File: src/rtl/prng_chunk_server.sv
// ---------------------------------------------------------------------------
// prng_chunk_server
//
// Producer end of the Gaussian sampler's RNG interface. Pairs of 64-bit
// words from the SHAKE256 squeeze stream are packed into 128-bit chunks
// (first word in bits 63:0) and buffered in a DEPTH-entry FIFO. The FIFO
// head is presented on rng and released when the sampler extracts it.
//
// Parameters:
//   DEPTH          FIFO depth in 128-bit chunks (power of two, >= 2)
//
// Ports:
//   clk            clock, rising edge
//   rst_n          asynchronous active-low reset
//   ena            enable; low flushes all buffered state at the next edge
//   shake_valid    upstream word valid
//   shake_data     upstream 64-bit word
//   shake_ready    word accepted this cycle (ena high and FIFO not full)
//   rng_extract    sampler consumes the current chunk this cycle
//   rng_valid      a chunk is available on rng
//   rng            current chunk (FIFO head)
//   chunks_served  pop counter, modulo 2^32 (only with PRNG_CHUNK_CNT_EN)
//
// Configuration macro:
//   PRNG_CHUNK_CNT_EN  when defined, adds the chunks_served output/counter.
// ---------------------------------------------------------------------------
module prng_chunk_server #(
    parameter int DEPTH = 4
) (
    input  logic         clk,
    input  logic         rst_n,
    input  logic         ena,
    input  logic         shake_valid,
    input  logic [63:0]  shake_data,
    output logic         shake_ready,
    input  logic         rng_extract,
    output logic         rng_valid,
    output logic [127:0] rng
`ifdef PRNG_CHUNK_CNT_EN
    ,
    output logic [31:0]  chunks_served
`endif
);

    localparam int PW = (DEPTH > 1) ? $clog2(DEPTH) : 1;
    localparam int CW = PW + 1;
    localparam logic [CW-1:0] FULL_CNT = CW'(DEPTH);

    logic           half_q,   half_d;
    logic [63:0]    lo_q,     lo_d;
    logic [PW-1:0]  wr_ptr_q, wr_ptr_d;
    logic [PW-1:0]  rd_ptr_q, rd_ptr_d;
    logic [CW-1:0]  count_q,  count_d;
    logic [127:0]   mem_q [DEPTH];

    logic           accept_s;
    logic           push_s;
    logic           pop_s;
    logic           wr_en_s;
    logic [127:0]   wr_data_s;

    // Handshake and FIFO status, all derived from registered state.
    always_comb begin
        shake_ready = ena && (count_q != FULL_CNT);
        rng_valid   = (count_q != {CW{1'b0}});
        rng         = mem_q[rd_ptr_q];
        accept_s    = shake_valid && shake_ready;
        // The second word of a pair completes a chunk and pushes it.
        push_s      = accept_s && half_q;
        pop_s       = rng_extract && rng_valid;
        wr_en_s     = push_s;
        wr_data_s   = {shake_data, lo_q};
    end

    // Next-state logic for packer, pointers and occupancy.
    always_comb begin
        half_d   = half_q;
        lo_d     = lo_q;
        wr_ptr_d = wr_ptr_q;
        rd_ptr_d = rd_ptr_q;
        count_d  = count_q;
        if (!ena) begin
            // Flush: a half-packed word is dropped along with all chunks.
            // lo is left alone; it is overwritten before it can be used.
            half_d   = 1'b0;
            wr_ptr_d = {PW{1'b0}};
            rd_ptr_d = {PW{1'b0}};
            count_d  = {CW{1'b0}};
        end else begin
            if (accept_s) begin
                if (half_q) begin
                    half_d   = 1'b0;
                    wr_ptr_d = wr_ptr_q + PW'(1);
                end else begin
                    lo_d   = shake_data;
                    half_d = 1'b1;
                end
            end else begin
                half_d = half_q;
            end
            if (pop_s) begin
                rd_ptr_d = rd_ptr_q + PW'(1);
            end else begin
                rd_ptr_d = rd_ptr_q;
            end
            case ({push_s, pop_s})
                2'b10:   count_d = count_q + CW'(1);
                2'b01:   count_d = count_q - CW'(1);
                default: count_d = count_q;
            endcase
        end
    end

    // Control state registers.
    always_ff @(posedge clk or negedge rst_n) begin
        if (!rst_n) begin
            half_q   <= 1'b0;
            lo_q     <= 64'h0;
            wr_ptr_q <= {PW{1'b0}};
            rd_ptr_q <= {PW{1'b0}};
            count_q  <= {CW{1'b0}};
        end else begin
            half_q   <= half_d;
            lo_q     <= lo_d;
            wr_ptr_q <= wr_ptr_d;
            rd_ptr_q <= rd_ptr_d;
            count_q  <= count_d;
        end
    end

    // Chunk storage; cleared on reset so rng reads zero out of reset.
    always_ff @(posedge clk or negedge rst_n) begin
        if (!rst_n) begin
            for (int i = 0; i < DEPTH; i++) begin
                mem_q[i] <= 128'h0;
            end
        end else if (wr_en_s) begin
            mem_q[wr_ptr_q] <= wr_data_s;
        end
    end

`ifdef PRNG_CHUNK_CNT_EN
    logic [31:0] served_q, served_d;

    // Pop counter next state; wraps naturally at 2^32.
    always_comb begin
        served_d = served_q;
        if (!ena) begin
            served_d = 32'h0;
        end else if (pop_s) begin
            served_d = served_q + 32'd1;
        end else begin
            served_d = served_q;
        end
    end

    // Pop counter register.
    always_ff @(posedge clk or negedge rst_n) begin
        if (!rst_n) begin
            served_q <= 32'h0;
        end else begin
            served_q <= served_d;
        end
    end

    assign chunks_served = served_q;
`endif

endmodule
File: config.mk
export PLATFORM = sky130hd
export DESIGN_NAME = prng_chunk_server
export DESIGN_NICKNAME = d
export VERILOG_FILES = /design/src/rtl/prng_chunk_server.sv
export SDC_FILE = /design/constraint.sdc
export NUM_CORES = 1
export LEC_CHECK = 0
export CAP_MARGIN = 10
export CORE_MARGIN = 3
export CORE_UTILIZATION = 45
export CTS_CLUSTER_SIZE = 24
export DETAILED_ROUTE_END_ITERATION = 16
export DONT_BUFFER_PORTS = 1
export PLACE_DENSITY_LB_ADDON = 0.05
export RECOVER_POWER = 25
export SYNTH_ARGS = -nofsm -noshare
export SYNTH_HDL_FRONTEND = slang
export SYNTH_SLANG_ARGS = --single-unit
File: constraint.sdc
create_clock -name clk -period 4 [get_ports clk]
set_clock_uncertainty 0.05 [all_clocks]
set_input_delay 0.8 -clock clk [delete_from_list [all_inputs] [get_ports clk]]
set_output_delay 0.8 -clock clk [all_outputs]
set_load 0.02 [all_outputs]
==> impl_results.md <==
- Postcts setup bufs: 0
- Final setup viols: 0
- # IOs: slightly below 200
- Final Hold Fails: 110
- Drt pass-1 iters: 4
- HPWL reported at the end of detailed placement: 31800 um
- Worst Path Required: approximately 3.2 ns
- Die height: 252 um
- TritonCTS Buffers: 67
- Failing checks: negative hold slack, max-slew violations
- H-tree Lvls: 3
- Initial antenna violation count: 1
- Vias per cell: about 5.5
- WL final: around 58000 um
- Worst r2r path cells: 5
- WL/cell: between 20 and 30 um
- Crit path to: rng[27]
- GP Congestion: approximately 0.7
- Post-route DRC: 0
- Core area: between 0.05 and 0.06 mm^2
- Slowest cell delay on critical path: around 0.96 ns
- CTS tree: built
- Die Wd: between 200 and 300 um
- Clk_lat worst skew: ~0.59 ns
- Slew Limit Fails: approximately 400
- Worst Hold Class: in -> async
- Commonest cells after routing, fill and taps aside: dfrtp_1, mux2_4, mux4_2
- Ranking of synthesized cells by area: dfrtp_1, mux2_4, mux4_2
- Maximum VDD drop: ~0.31 mV
- Root Driver: clkbuf_16
- Initial core utilization: 0.459
- RSZ-0062 raised after global routing: false
- Critical Path End Type: output port
- Mean Syn Cell Area: about 19 um^2
- Post-synth net total: between 1000 and 1500
- First-pass GRT wire length: a little over 90000 um
- Worst Path Buf+Inv: 1
- Gr usage total: 0.185
- Crit path cell chain: buf_12, mux4_2
- Commonest non-fill, non-tap cell in the layout: dfrtp_1
- Via count: roughly 12000
- Final Critical Period: 3.42 ns
- Clock sink total: between 500 and 600
- Final period util: 0.855
- Stages on the worst setup path: 2
- Post-synthesis sequential area ratio: 0.534
- Inst Count DP: approximately 2100
- IO Port Bufs: 0
- CP delay by family, top: flip-flops
- RR Startpoint: count_q[1]$_DFFE_PN0P_
- Leak pwr: around 15 nW
- Total power: roughly 20 mW
- Area after DPL: 0.0274 mm^2
- Max Root-Sink Buffers: 3
- Setup TNS: 0 ns
- Largest net degree at the start of global routing: 585
- Hold_ws: -0.108 ns
- Fin area: 0.0295 mm^2
- Critical path class: reg -> out
- Synth-to-Final Area Change: 7.93%
- Non-filler cells, final: 2246
- Grt ovf: 0
- Antenna diode count: 0
- Seq cells post-synth: roughly 580
- Max Cap Viol: 0
- Vias in the first global route: approximately 14000
- Final net count: between 1000 and 1500
- Fmax: 292 MHz
- CP max stage cell: dfrtp_4
- Post-Syn Instances: about 1400
- FP Rows: roughly 90
- First element of the critical path: rd_ptr_q[0]$_DFFE_PN0P_
- Worst R2R End: mem_q[130]$_DFFE_PN0P_
- Synth unique cells: 32
- Area leader, netlist: dfrtp_1
- Synth Warn #: 0
- DRT antenna net count: 0
- Post-CTS Resized: 0
- Synthesized area: between 0.02 and 0.03 mm^2
- Die ar.: 0.0638 mm^2
- Drt initial violations: ~600
- Least-Margin Pin Slew: between 1.5 and 2 ns
- FF-to-FF setup slack: ~1.2 ns
- Critical Path AT: 2.57 ns
- Status: finished with violations
- Worst slew margin: -0.294
- CP Max Fanout: 34
- Synth top area share: 0.534
- Pwr dens: around 690 mW/mm^2
- CTS clk-pin slew, worst paths: roughly 0.060 ns
- Startpoint Class: flop
- Fraction of layout cells with a size suffix above 1: 0.564
## registers in the layout, summed over array words and instances, names as in the netlist
register,cells
lo_q,64
rd_ptr_q,2
wr_ptr_q,2
mem_q,512
half_q,1
count_q,3
## worst min-delay path by stage
stage | start | slack [ns] | endpoint | depth (start not counted)
after global routing | rst_n | -0.15 | mem_q[401]$_DFFE_PN0P_ | 0
final | rst_n | -0.11 | mem_q[401]$_DFFE_PN0P_ | 0
after floorplan | mem_q[363]$_DFFE_PN0P_ | 0.41 | mem_q[363]$_DFFE_PN0P_ | 1
after global placement | mem_q[363]$_DFFE_PN0P_ | 0.42 | mem_q[363]$_DFFE_PN0P_ | 1
after detailed placement | mem_q[363]$_DFFE_PN0P_ | 0.44 | mem_q[363]$_DFFE_PN0P_ | 1
after CTS | rst_n | -0.16 | mem_q[467]$_DFFE_PN0P_ | 0
## kinds of logic after synthesis
kind of cell               after synthesis  synth area share
DFF                                    584             0.534
buffers and inverters                   94            0.0456
muxes                                  708             0.407
adders and majority gates                5           0.00256
and+or+nand+nor                         27           0.00787
AOI/OAI and AO/OA                        2          0.000595
xor gates and xnor gates                 5           0.00160
## metrics by stage
step           worst slack (ns)   util
6_report                  0.578  0.495
5_1_grt                   0.390  0.495
4_1_cts                   0.456  0.495
3_5_place_dp               1.11  0.460
3_3_place_gp               1.10  0.460
2_1_floorplan              1.57      -
## synth_stat cells (all sizes together)
cell and number:
mux2 576, nor3 1, buf 79, or4b 1
clkbuf 13, fa 1, ha 4, nor2b 2
xor2 1, mux4 128, mux2i 4, xnor2 4
or3 1, and2b 2, dfrtp 584, and2 3
nand2 11, nor3b 1, o31a 1, nand2b 2
o31ai 1, nand3 1, nor2 2, inv 2
## power breakdown
group	internal (mW)	switching, mW	total (mW)
clock network	3.52	2.46	5.98
logic	3.13	2.84	5.96
registers	7.30	1.16	8.46
total	13.9	6.45	20.4
## final cells by class
cell class / count / area [um^2]
fill: 4915 / 30100
sequential: 584 / 14600
multi-input combinational: 747 / 11500
clock buffer: 98 / 1960
tap: 773 / 967
timing repair buffer: 22 / 278
clock inverter: 20 / 165
inverter: 2 / 7.51
## metal layers
layer / wire length [um] / part of all wire / GRT usage / vias to the layer above
li1: - / - / - / 5272
met1: 25800 / 0.45 / 0.259 / 6763
met2: 27200 / 0.47 / 0.287 / 239
met3: 3620 / 0.063 / 0.0531 / 75
met4: 1010 / 0.018 / 0.0437 / 2
met5: 16 / 0.00028 / 0 / -
Power figures use the tool's default switching activity.
